[src/rtl/pc_fetch_prefetch_unit.sv]
// pc_fetch_prefetch_unit
//   Instruction-fetch front end: PC register, sequential next-PC adder,
//   redirect mux and a prefetch FIFO. Requests go out in order, responses are
//   paired with the PC recorded at request time and buffered for the decoder.
//
// Ports
//   clk             in   clock, rising edge
//   reset           in   asynchronous active-low reset
//   imem_req_valid  out  fetch request valid
//   imem_req_ready  in   memory accepts request
//   imem_addr       out  fetch address (current fetch_pc)
//   imem_rsp_valid  in   response valid, in request order
//   imem_rsp_data   in   fetched instruction
//   redirect_valid  in   one-cycle pulse: restart fetch at redirect_pc
//   redirect_pc     in   redirect target
//   instr_valid     out  FIFO head valid
//   instr_ready     in   consumer accepts head
//   instr_data      out  head instruction
//   instr_pc        out  address of head instruction
//
// Optional build macro FETCH_PERF_CNT_EN adds saturating counters
//   perf_fetched[31:0], perf_dropped[31:0], perf_redirects[15:0].
//
// FSM
//   state | meaning
//   IDLE  | first cycle after reset release, no requests
//   FETCH | issuing requests while FIFO + outstanding has room
//   DRAIN | discarding responses of requests made before a redirect

module pc_fetch_prefetch_unit #(
    parameter int                ADDR_W     = 32,
    parameter int                INSTR_W    = 32,
    parameter int unsigned       PC_STEP    = 4,
    parameter logic [ADDR_W-1:0] RESET_PC   = '0,
    parameter int                FIFO_DEPTH = 4
) (
    input  logic               clk,
    input  logic               reset,
    output logic               imem_req_valid,
    input  logic               imem_req_ready,
    output logic [ADDR_W-1:0]  imem_addr,
    input  logic               imem_rsp_valid,
    input  logic [INSTR_W-1:0] imem_rsp_data,
    input  logic               redirect_valid,
    input  logic [ADDR_W-1:0]  redirect_pc,
    output logic               instr_valid,
    input  logic               instr_ready,
    output logic [INSTR_W-1:0] instr_data,
    output logic [ADDR_W-1:0]  instr_pc
`ifdef FETCH_PERF_CNT_EN
    ,
    output logic [31:0]        perf_fetched,
    output logic [31:0]        perf_dropped,
    output logic [15:0]        perf_redirects
`endif
);

    localparam int                PTR_W   = $clog2(FIFO_DEPTH);
    localparam int                CNT_W   = PTR_W + 1;
    localparam logic [ADDR_W-1:0] STEP    = ADDR_W'(PC_STEP);
    localparam logic [CNT_W:0]    DEPTH_C = (CNT_W + 1)'(FIFO_DEPTH);

    typedef enum logic [1:0] {IDLE, FETCH, DRAIN} state_t;

    state_t             state, state_nxt;
    logic [ADDR_W-1:0]  fetch_pc;
    logic [CNT_W-1:0]   in_flight;
    logic [CNT_W-1:0]   drop_cnt;
    logic [CNT_W-1:0]   fifo_count;
    logic [PTR_W-1:0]   wr_ptr, rd_ptr;
    logic [PTR_W-1:0]   pcq_wr, pcq_rd;

    logic [ADDR_W-1:0]  pcq_mem   [FIFO_DEPTH];
    logic [ADDR_W-1:0]  fifo_pc   [FIFO_DEPTH];
    logic [INSTR_W-1:0] fifo_data [FIFO_DEPTH];

    logic               req_fire, rsp_take, rsp_live, pcq_push, pop;
    logic [CNT_W-1:0]   drop_on_redirect;

    assign req_fire = imem_req_valid && imem_req_ready;
    // A response with nothing outstanding is a protocol error and is ignored.
    assign rsp_take = imem_rsp_valid && (in_flight != '0);
    assign rsp_live = rsp_take && (drop_cnt == '0) && !redirect_valid;
    assign pcq_push = req_fire && !redirect_valid;
    assign pop      = instr_valid && instr_ready;

    // Everything outstanding after this edge becomes stale, including a
    // request that fires in the redirect cycle itself.
    assign drop_on_redirect = in_flight - CNT_W'(rsp_take) + CNT_W'(req_fire);

    always_ff @(posedge clk or negedge reset) begin
        if (!reset) state <= IDLE;
        else        state <= state_nxt;
    end

    always_comb begin
        state_nxt = state;
        unique case (state)
            IDLE:  state_nxt = FETCH;
            FETCH: begin
                if (redirect_valid && (drop_on_redirect != '0)) state_nxt = DRAIN;
            end
            DRAIN: begin
                if (redirect_valid)
                    state_nxt = (drop_on_redirect != '0) ? DRAIN : FETCH;
                else if (rsp_take && (drop_cnt == CNT_W'(1)))
                    state_nxt = FETCH;
            end
            default: state_nxt = IDLE;
        endcase
    end

    // Reserving a FIFO slot per outstanding request means responses never
    // need backpressure.
    always_comb begin
        imem_req_valid = 1'b0;
        if (state == FETCH)
            imem_req_valid = ({1'b0, fifo_count} + {1'b0, in_flight}) < DEPTH_C;
    end

    assign imem_addr = fetch_pc;

    always_ff @(posedge clk or negedge reset) begin
        if (!reset) begin
            fetch_pc  <= RESET_PC;
            in_flight <= '0;
            drop_cnt  <= '0;
        end else begin
            in_flight <= in_flight + CNT_W'(req_fire) - CNT_W'(rsp_take);
            if (redirect_valid) begin
                fetch_pc <= redirect_pc;
                drop_cnt <= drop_on_redirect;
            end else begin
                if (req_fire)
                    fetch_pc <= fetch_pc + STEP;
                if (rsp_take && (drop_cnt != '0))
                    drop_cnt <= drop_cnt - CNT_W'(1);
            end
        end
    end

    always_ff @(posedge clk or negedge reset) begin
        if (!reset) begin
            wr_ptr     <= '0;
            rd_ptr     <= '0;
            pcq_wr     <= '0;
            pcq_rd     <= '0;
            fifo_count <= '0;
        end else if (redirect_valid) begin
            wr_ptr     <= '0;
            rd_ptr     <= '0;
            pcq_wr     <= '0;
            pcq_rd     <= '0;
            fifo_count <= '0;
        end else begin
            if (pcq_push) pcq_wr <= pcq_wr + PTR_W'(1);
            if (rsp_live) begin
                pcq_rd <= pcq_rd + PTR_W'(1);
                wr_ptr <= wr_ptr + PTR_W'(1);
            end
            if (pop) rd_ptr <= rd_ptr + PTR_W'(1);
            fifo_count <= fifo_count + CNT_W'(rsp_live) - CNT_W'(pop);
        end
    end

    always_ff @(posedge clk) begin
        if (pcq_push)
            pcq_mem[pcq_wr] <= fetch_pc;
        if (rsp_live) begin
            fifo_pc[wr_ptr]   <= pcq_mem[pcq_rd];
            fifo_data[wr_ptr] <= imem_rsp_data;
        end
    end

    // Head is masked to zero while empty so flushed entries never show.
    assign instr_valid = (fifo_count != '0);
    assign instr_data  = instr_valid ? fifo_data[rd_ptr] : '0;
    assign instr_pc    = instr_valid ? fifo_pc[rd_ptr]   : '0;

`ifdef FETCH_PERF_CNT_EN
    logic rsp_dropped;
    assign rsp_dropped = rsp_take && (redirect_valid || (drop_cnt != '0));

    always_ff @(posedge clk or negedge reset) begin
        if (!reset) begin
            perf_fetched   <= '0;
            perf_dropped   <= '0;
            perf_redirects <= '0;
        end else begin
            if (pop && (perf_fetched != '1))
                perf_fetched <= perf_fetched + 32'd1;
            if (rsp_dropped && (perf_dropped != '1))
                perf_dropped <= perf_dropped + 32'd1;
            if (redirect_valid && (perf_redirects != '1))
                perf_redirects <= perf_redirects + 16'd1;
        end
    end
`endif

endmodule

[config.mk]
export PLATFORM = sky130hd
export DESIGN_NAME = pc_fetch_prefetch_unit
export DESIGN_NICKNAME = d
export VERILOG_FILES = /design/src/rtl/pc_fetch_prefetch_unit.sv
export SDC_FILE = /design/constraint.sdc
export NUM_CORES = 1
export LEC_CHECK = 0
export ABC_AREA = 1
export CAP_MARGIN = 20
export CELL_PAD_IN_SITES_DETAIL_PLACEMENT = 0
export CELL_PAD_IN_SITES_GLOBAL_PLACEMENT = 1
export CORE_MARGIN = 2
export CORE_UTILIZATION = 30
export CTS_CLUSTER_DIAMETER = 50
export DETAILED_ROUTE_END_ITERATION = 12
export PLACE_DENSITY = 0.65
export RECOVER_POWER = 25
export REMOVE_ABC_BUFFERS = 1
export SKIP_LAST_GASP = 1
export SLEW_MARGIN = 20
export SYNTH_ARGS = -nofsm -noshare
export SYNTH_HDL_FRONTEND = slang
export SYNTH_SLANG_ARGS = --single-unit
[constraint.sdc]
create_clock -name clk -period 7.1 [get_ports clk]
set_input_delay 1.42 -clock clk [delete_from_list [all_inputs] [get_ports clk]]
set_output_delay 1.42 -clock clk [all_outputs]
set_load 0.05 [all_outputs]
==> metrics.cfg <==
[floorplan]
coreArea_sq_um = 60100
die_w_um = 250
die_area_sq_um = 62600
row_count = 90
start_util_pct = 30.3
die_h_um = 250
io_pins = 168

[grt]
grt_pass1_vias = 12247
grt_pass1_wl_um = 72500
grt_overflow = 0
grt_use_total_pct = 15.1
antenna_found_initial = 0
grt_max_degree = 85

[routing]
routed_wl_um = 47500
wl_per_cell_um = 18.2
drc = 0
vias = 12146
final_antenna_net_count = 0
routed_via_density = 4.65
initialDrtViolationCount = 724
first_pass_iters = 4

[cells_and_area]
layout.filler_cells = 5885
stdcell_count = 2610
syn_to_final_growth_pct = 23.2
multiInputGateArea_sq_um = 4780
drive_above_1_share_pct = 7.39
antenna-diode-count = 0
seq_area_sq_um = 12800
final_net_count = 1877

[sta]
clock_skew_ns = 0.0191
finalCritPeriodShare_pct = 76.1
max_slew_margin_pct = -103
hold_viol = 0
rsz0062_at_grt = false
final.setup.tns_ns = 0
period_needed_ns = 5.40
worst_slew_pin_slew_ns = 3.04
slew_viol_final = 52
fmaxAchievable_mhz = 185
final-setup-viol-count = 0

[synthesis]
async_flop_share_pct = 11.7
netlist_instances = 1622
synth_warnings = 0
postSynthAreaPerCell_sq_um = 11.2
yosysSeqAreaShare_pct = 70.4
synth-edff-count = 384
ys_types = 34
yosysMostFrequentCell = edfxtp_1
ys_seq_elements = 435
synth_area_leaders = edfxtp_1, nor2_1, dfrtp_1
synth_top_area_share_pct = 63.4
synth_area_sq_um = 18200
synth_common_cells = edfxtp_1, nor2_1, nand2_1
ys.flop_type = edfxtp_1
yosys.area.top_type = edfxtp_1

[outcome]
status = finished with violations
failed_checks = max-capacitance violations, max-slew violations

[worst_setup_path]
r2r_cells = 9
path_class = reg -> out
setup.worst_path.start_class = register
critPathArrivalTime_ns = 3.98
cp_max_fo = 51
r2r_end = pcq_mem[2][21]$_DFFE_PP_
reg2reg_slack_ns = 3.97
r2r-start = in_flight[2]$_DFF_PN0_
crit_required_ns = 5.68
crit_path_end_kind = output port

[clocking]
htreeDepth = 2
clock_latency_ns = 0.59
root_buffer = clkbuf_16
clock_sinks = 435
cts_made_buffers = 52
cts_resized = 0
cts_tree = done
clk_pin_slew_ns = 0.06
post-cts-setup-buffers = 0
postCtsHoldBufs = 0
clockBufferDepth = 3

[pwr]
leakagePower_nw = 7.93
p_total_mw = 8.67
power_density_nw_per_um2 = 387
peakVddDrop_mv = 0.173

[min_path]
hp-class = reg -> reg
min_path_cells = 2
hold_path_end = drop_cnt[2]$_DFFE_PN0P_
min_from = drop_cnt[2]$_DFFE_PN0P_

[placement]
io_buffer_count = 167
dp_hpwl_um = 28900
dp.cells = 2514
place.gp.congestion = 0.755

[flow_run]
cap_viol_max_count = 1

[sequential cells by signal, indices dropped and copies added (netlist names), 3 cells and up]
register    cells
pcq_mem       128
in_flight       3
fifo_pc       128
drop_cnt        3
imem_addr      32
fifo_data     128
fifo_count      3
[worst max-delay path: stages (launching register included)]
cell,delay (ns)
dfrtp_4,0.79
clkinv_2,0.64
o21ai_0,0.98
a21oi_1,0.17
clkdlybuf4s50_1,0.74
[worst max path at each step]
stage	slack (ns)	from	end	cells after the start
floorplan	1.50	rd_ptr[0]$_DFFE_PN0P_	instr_data[0]	3
global placement	2.34	rd_ptr[0]$_DFFE_PN0P_	instr_pc[16]	5
detailed placement	2.31	rd_ptr[0]$_DFFE_PN0P_	instr_pc[16]	5
CTS	1.66	rd_ptr[0]$_DFFE_PN0P_	instr_pc[16]	5
global route	1.47	rd_ptr[0]$_DFFE_PN0P_	instr_pc[4]	5
finish	1.70	rd_ptr[0]$_DFFE_PN0P_	instr_pc[0]	4
[metrics by stage]
step | hold slack (ns) | util, % | setup slack (ns) | area [sq um]
after global placement | 0.542 | 34.4 | 2.34 | 20700
final | 0.560 | 37.3 | 1.70 | 22400
after global routing | 0.594 | 37.3 | 1.47 | 22400
after floorplan | 0.509 | - | 1.50 | 17800
after detailed placement | 0.551 | 34.5 | 2.31 | 20700
after CTS | 0.563 | 37.2 | 1.66 | 22400
[power breakdown]
part	switching [mW]	internal, mW	total [mW]
Clock	1.07	1.47	2.54
Combinational	2.02	0.824	2.84
Sequential	0.236	3.05	3.29
[routing by layer]
layer	GRT usage (%)	vias up	wire length, um
li1	-	5916	-
met1	19.1	5916	21000
met2	26.1	232	23200
met3	2.51	82	1720
met4	5.65	0	1630
met5	0	-	0
[cell families after synthesis]
family                   Yosys count  share of synthesized area [%]
XOR/XNOR                          14                          0.674
flip-flops                       435                           70.4
adder cells (fa/ha/maj)           20                           1.46
AO/OA/AOI/OAI                    313                           8.93
AND/OR/NAND/NOR                  680                           14.9
buffers and inverters            160                           3.68
[cells in the final DEF (no fill, tap or decap), drive strengths merged]
master         Yosys  layout
and2               1       1
nor3               1       1
ha                18      18
clkinvlp           0       4
a21oi             67      67
o21ai            207     207
clkinv             0      22
o211ai             4       4
xnor2              5       5
bufinv             0       2
buf               44      24
or2                1       1
edfxtp           384     384
nand2            229     229
dfrtp             51      51
dlygate4sd3        0      23
fa                 2       2
nand3             54      54
clkdlybuf4s50      0     142
nor2             390     390
xor2               9       9
o21bai             3       3
inv               80      86
o22ai             32      32
nand3b             2       2
clkbuf            36      63
nand4              2       2
[final cells by class]
class / count / share of cell area (%)
inverter: 80 / 1.36
sequential: 435 / 57.2
timing repair buffer: 191 / 8.39
tap: 782 / 4.37
clock buffer: 61 / 6.14
clock inverter: 34 / 1.23
multi-input combinational: 1027 / 21.3
Power figures use the tool's default switching activity.
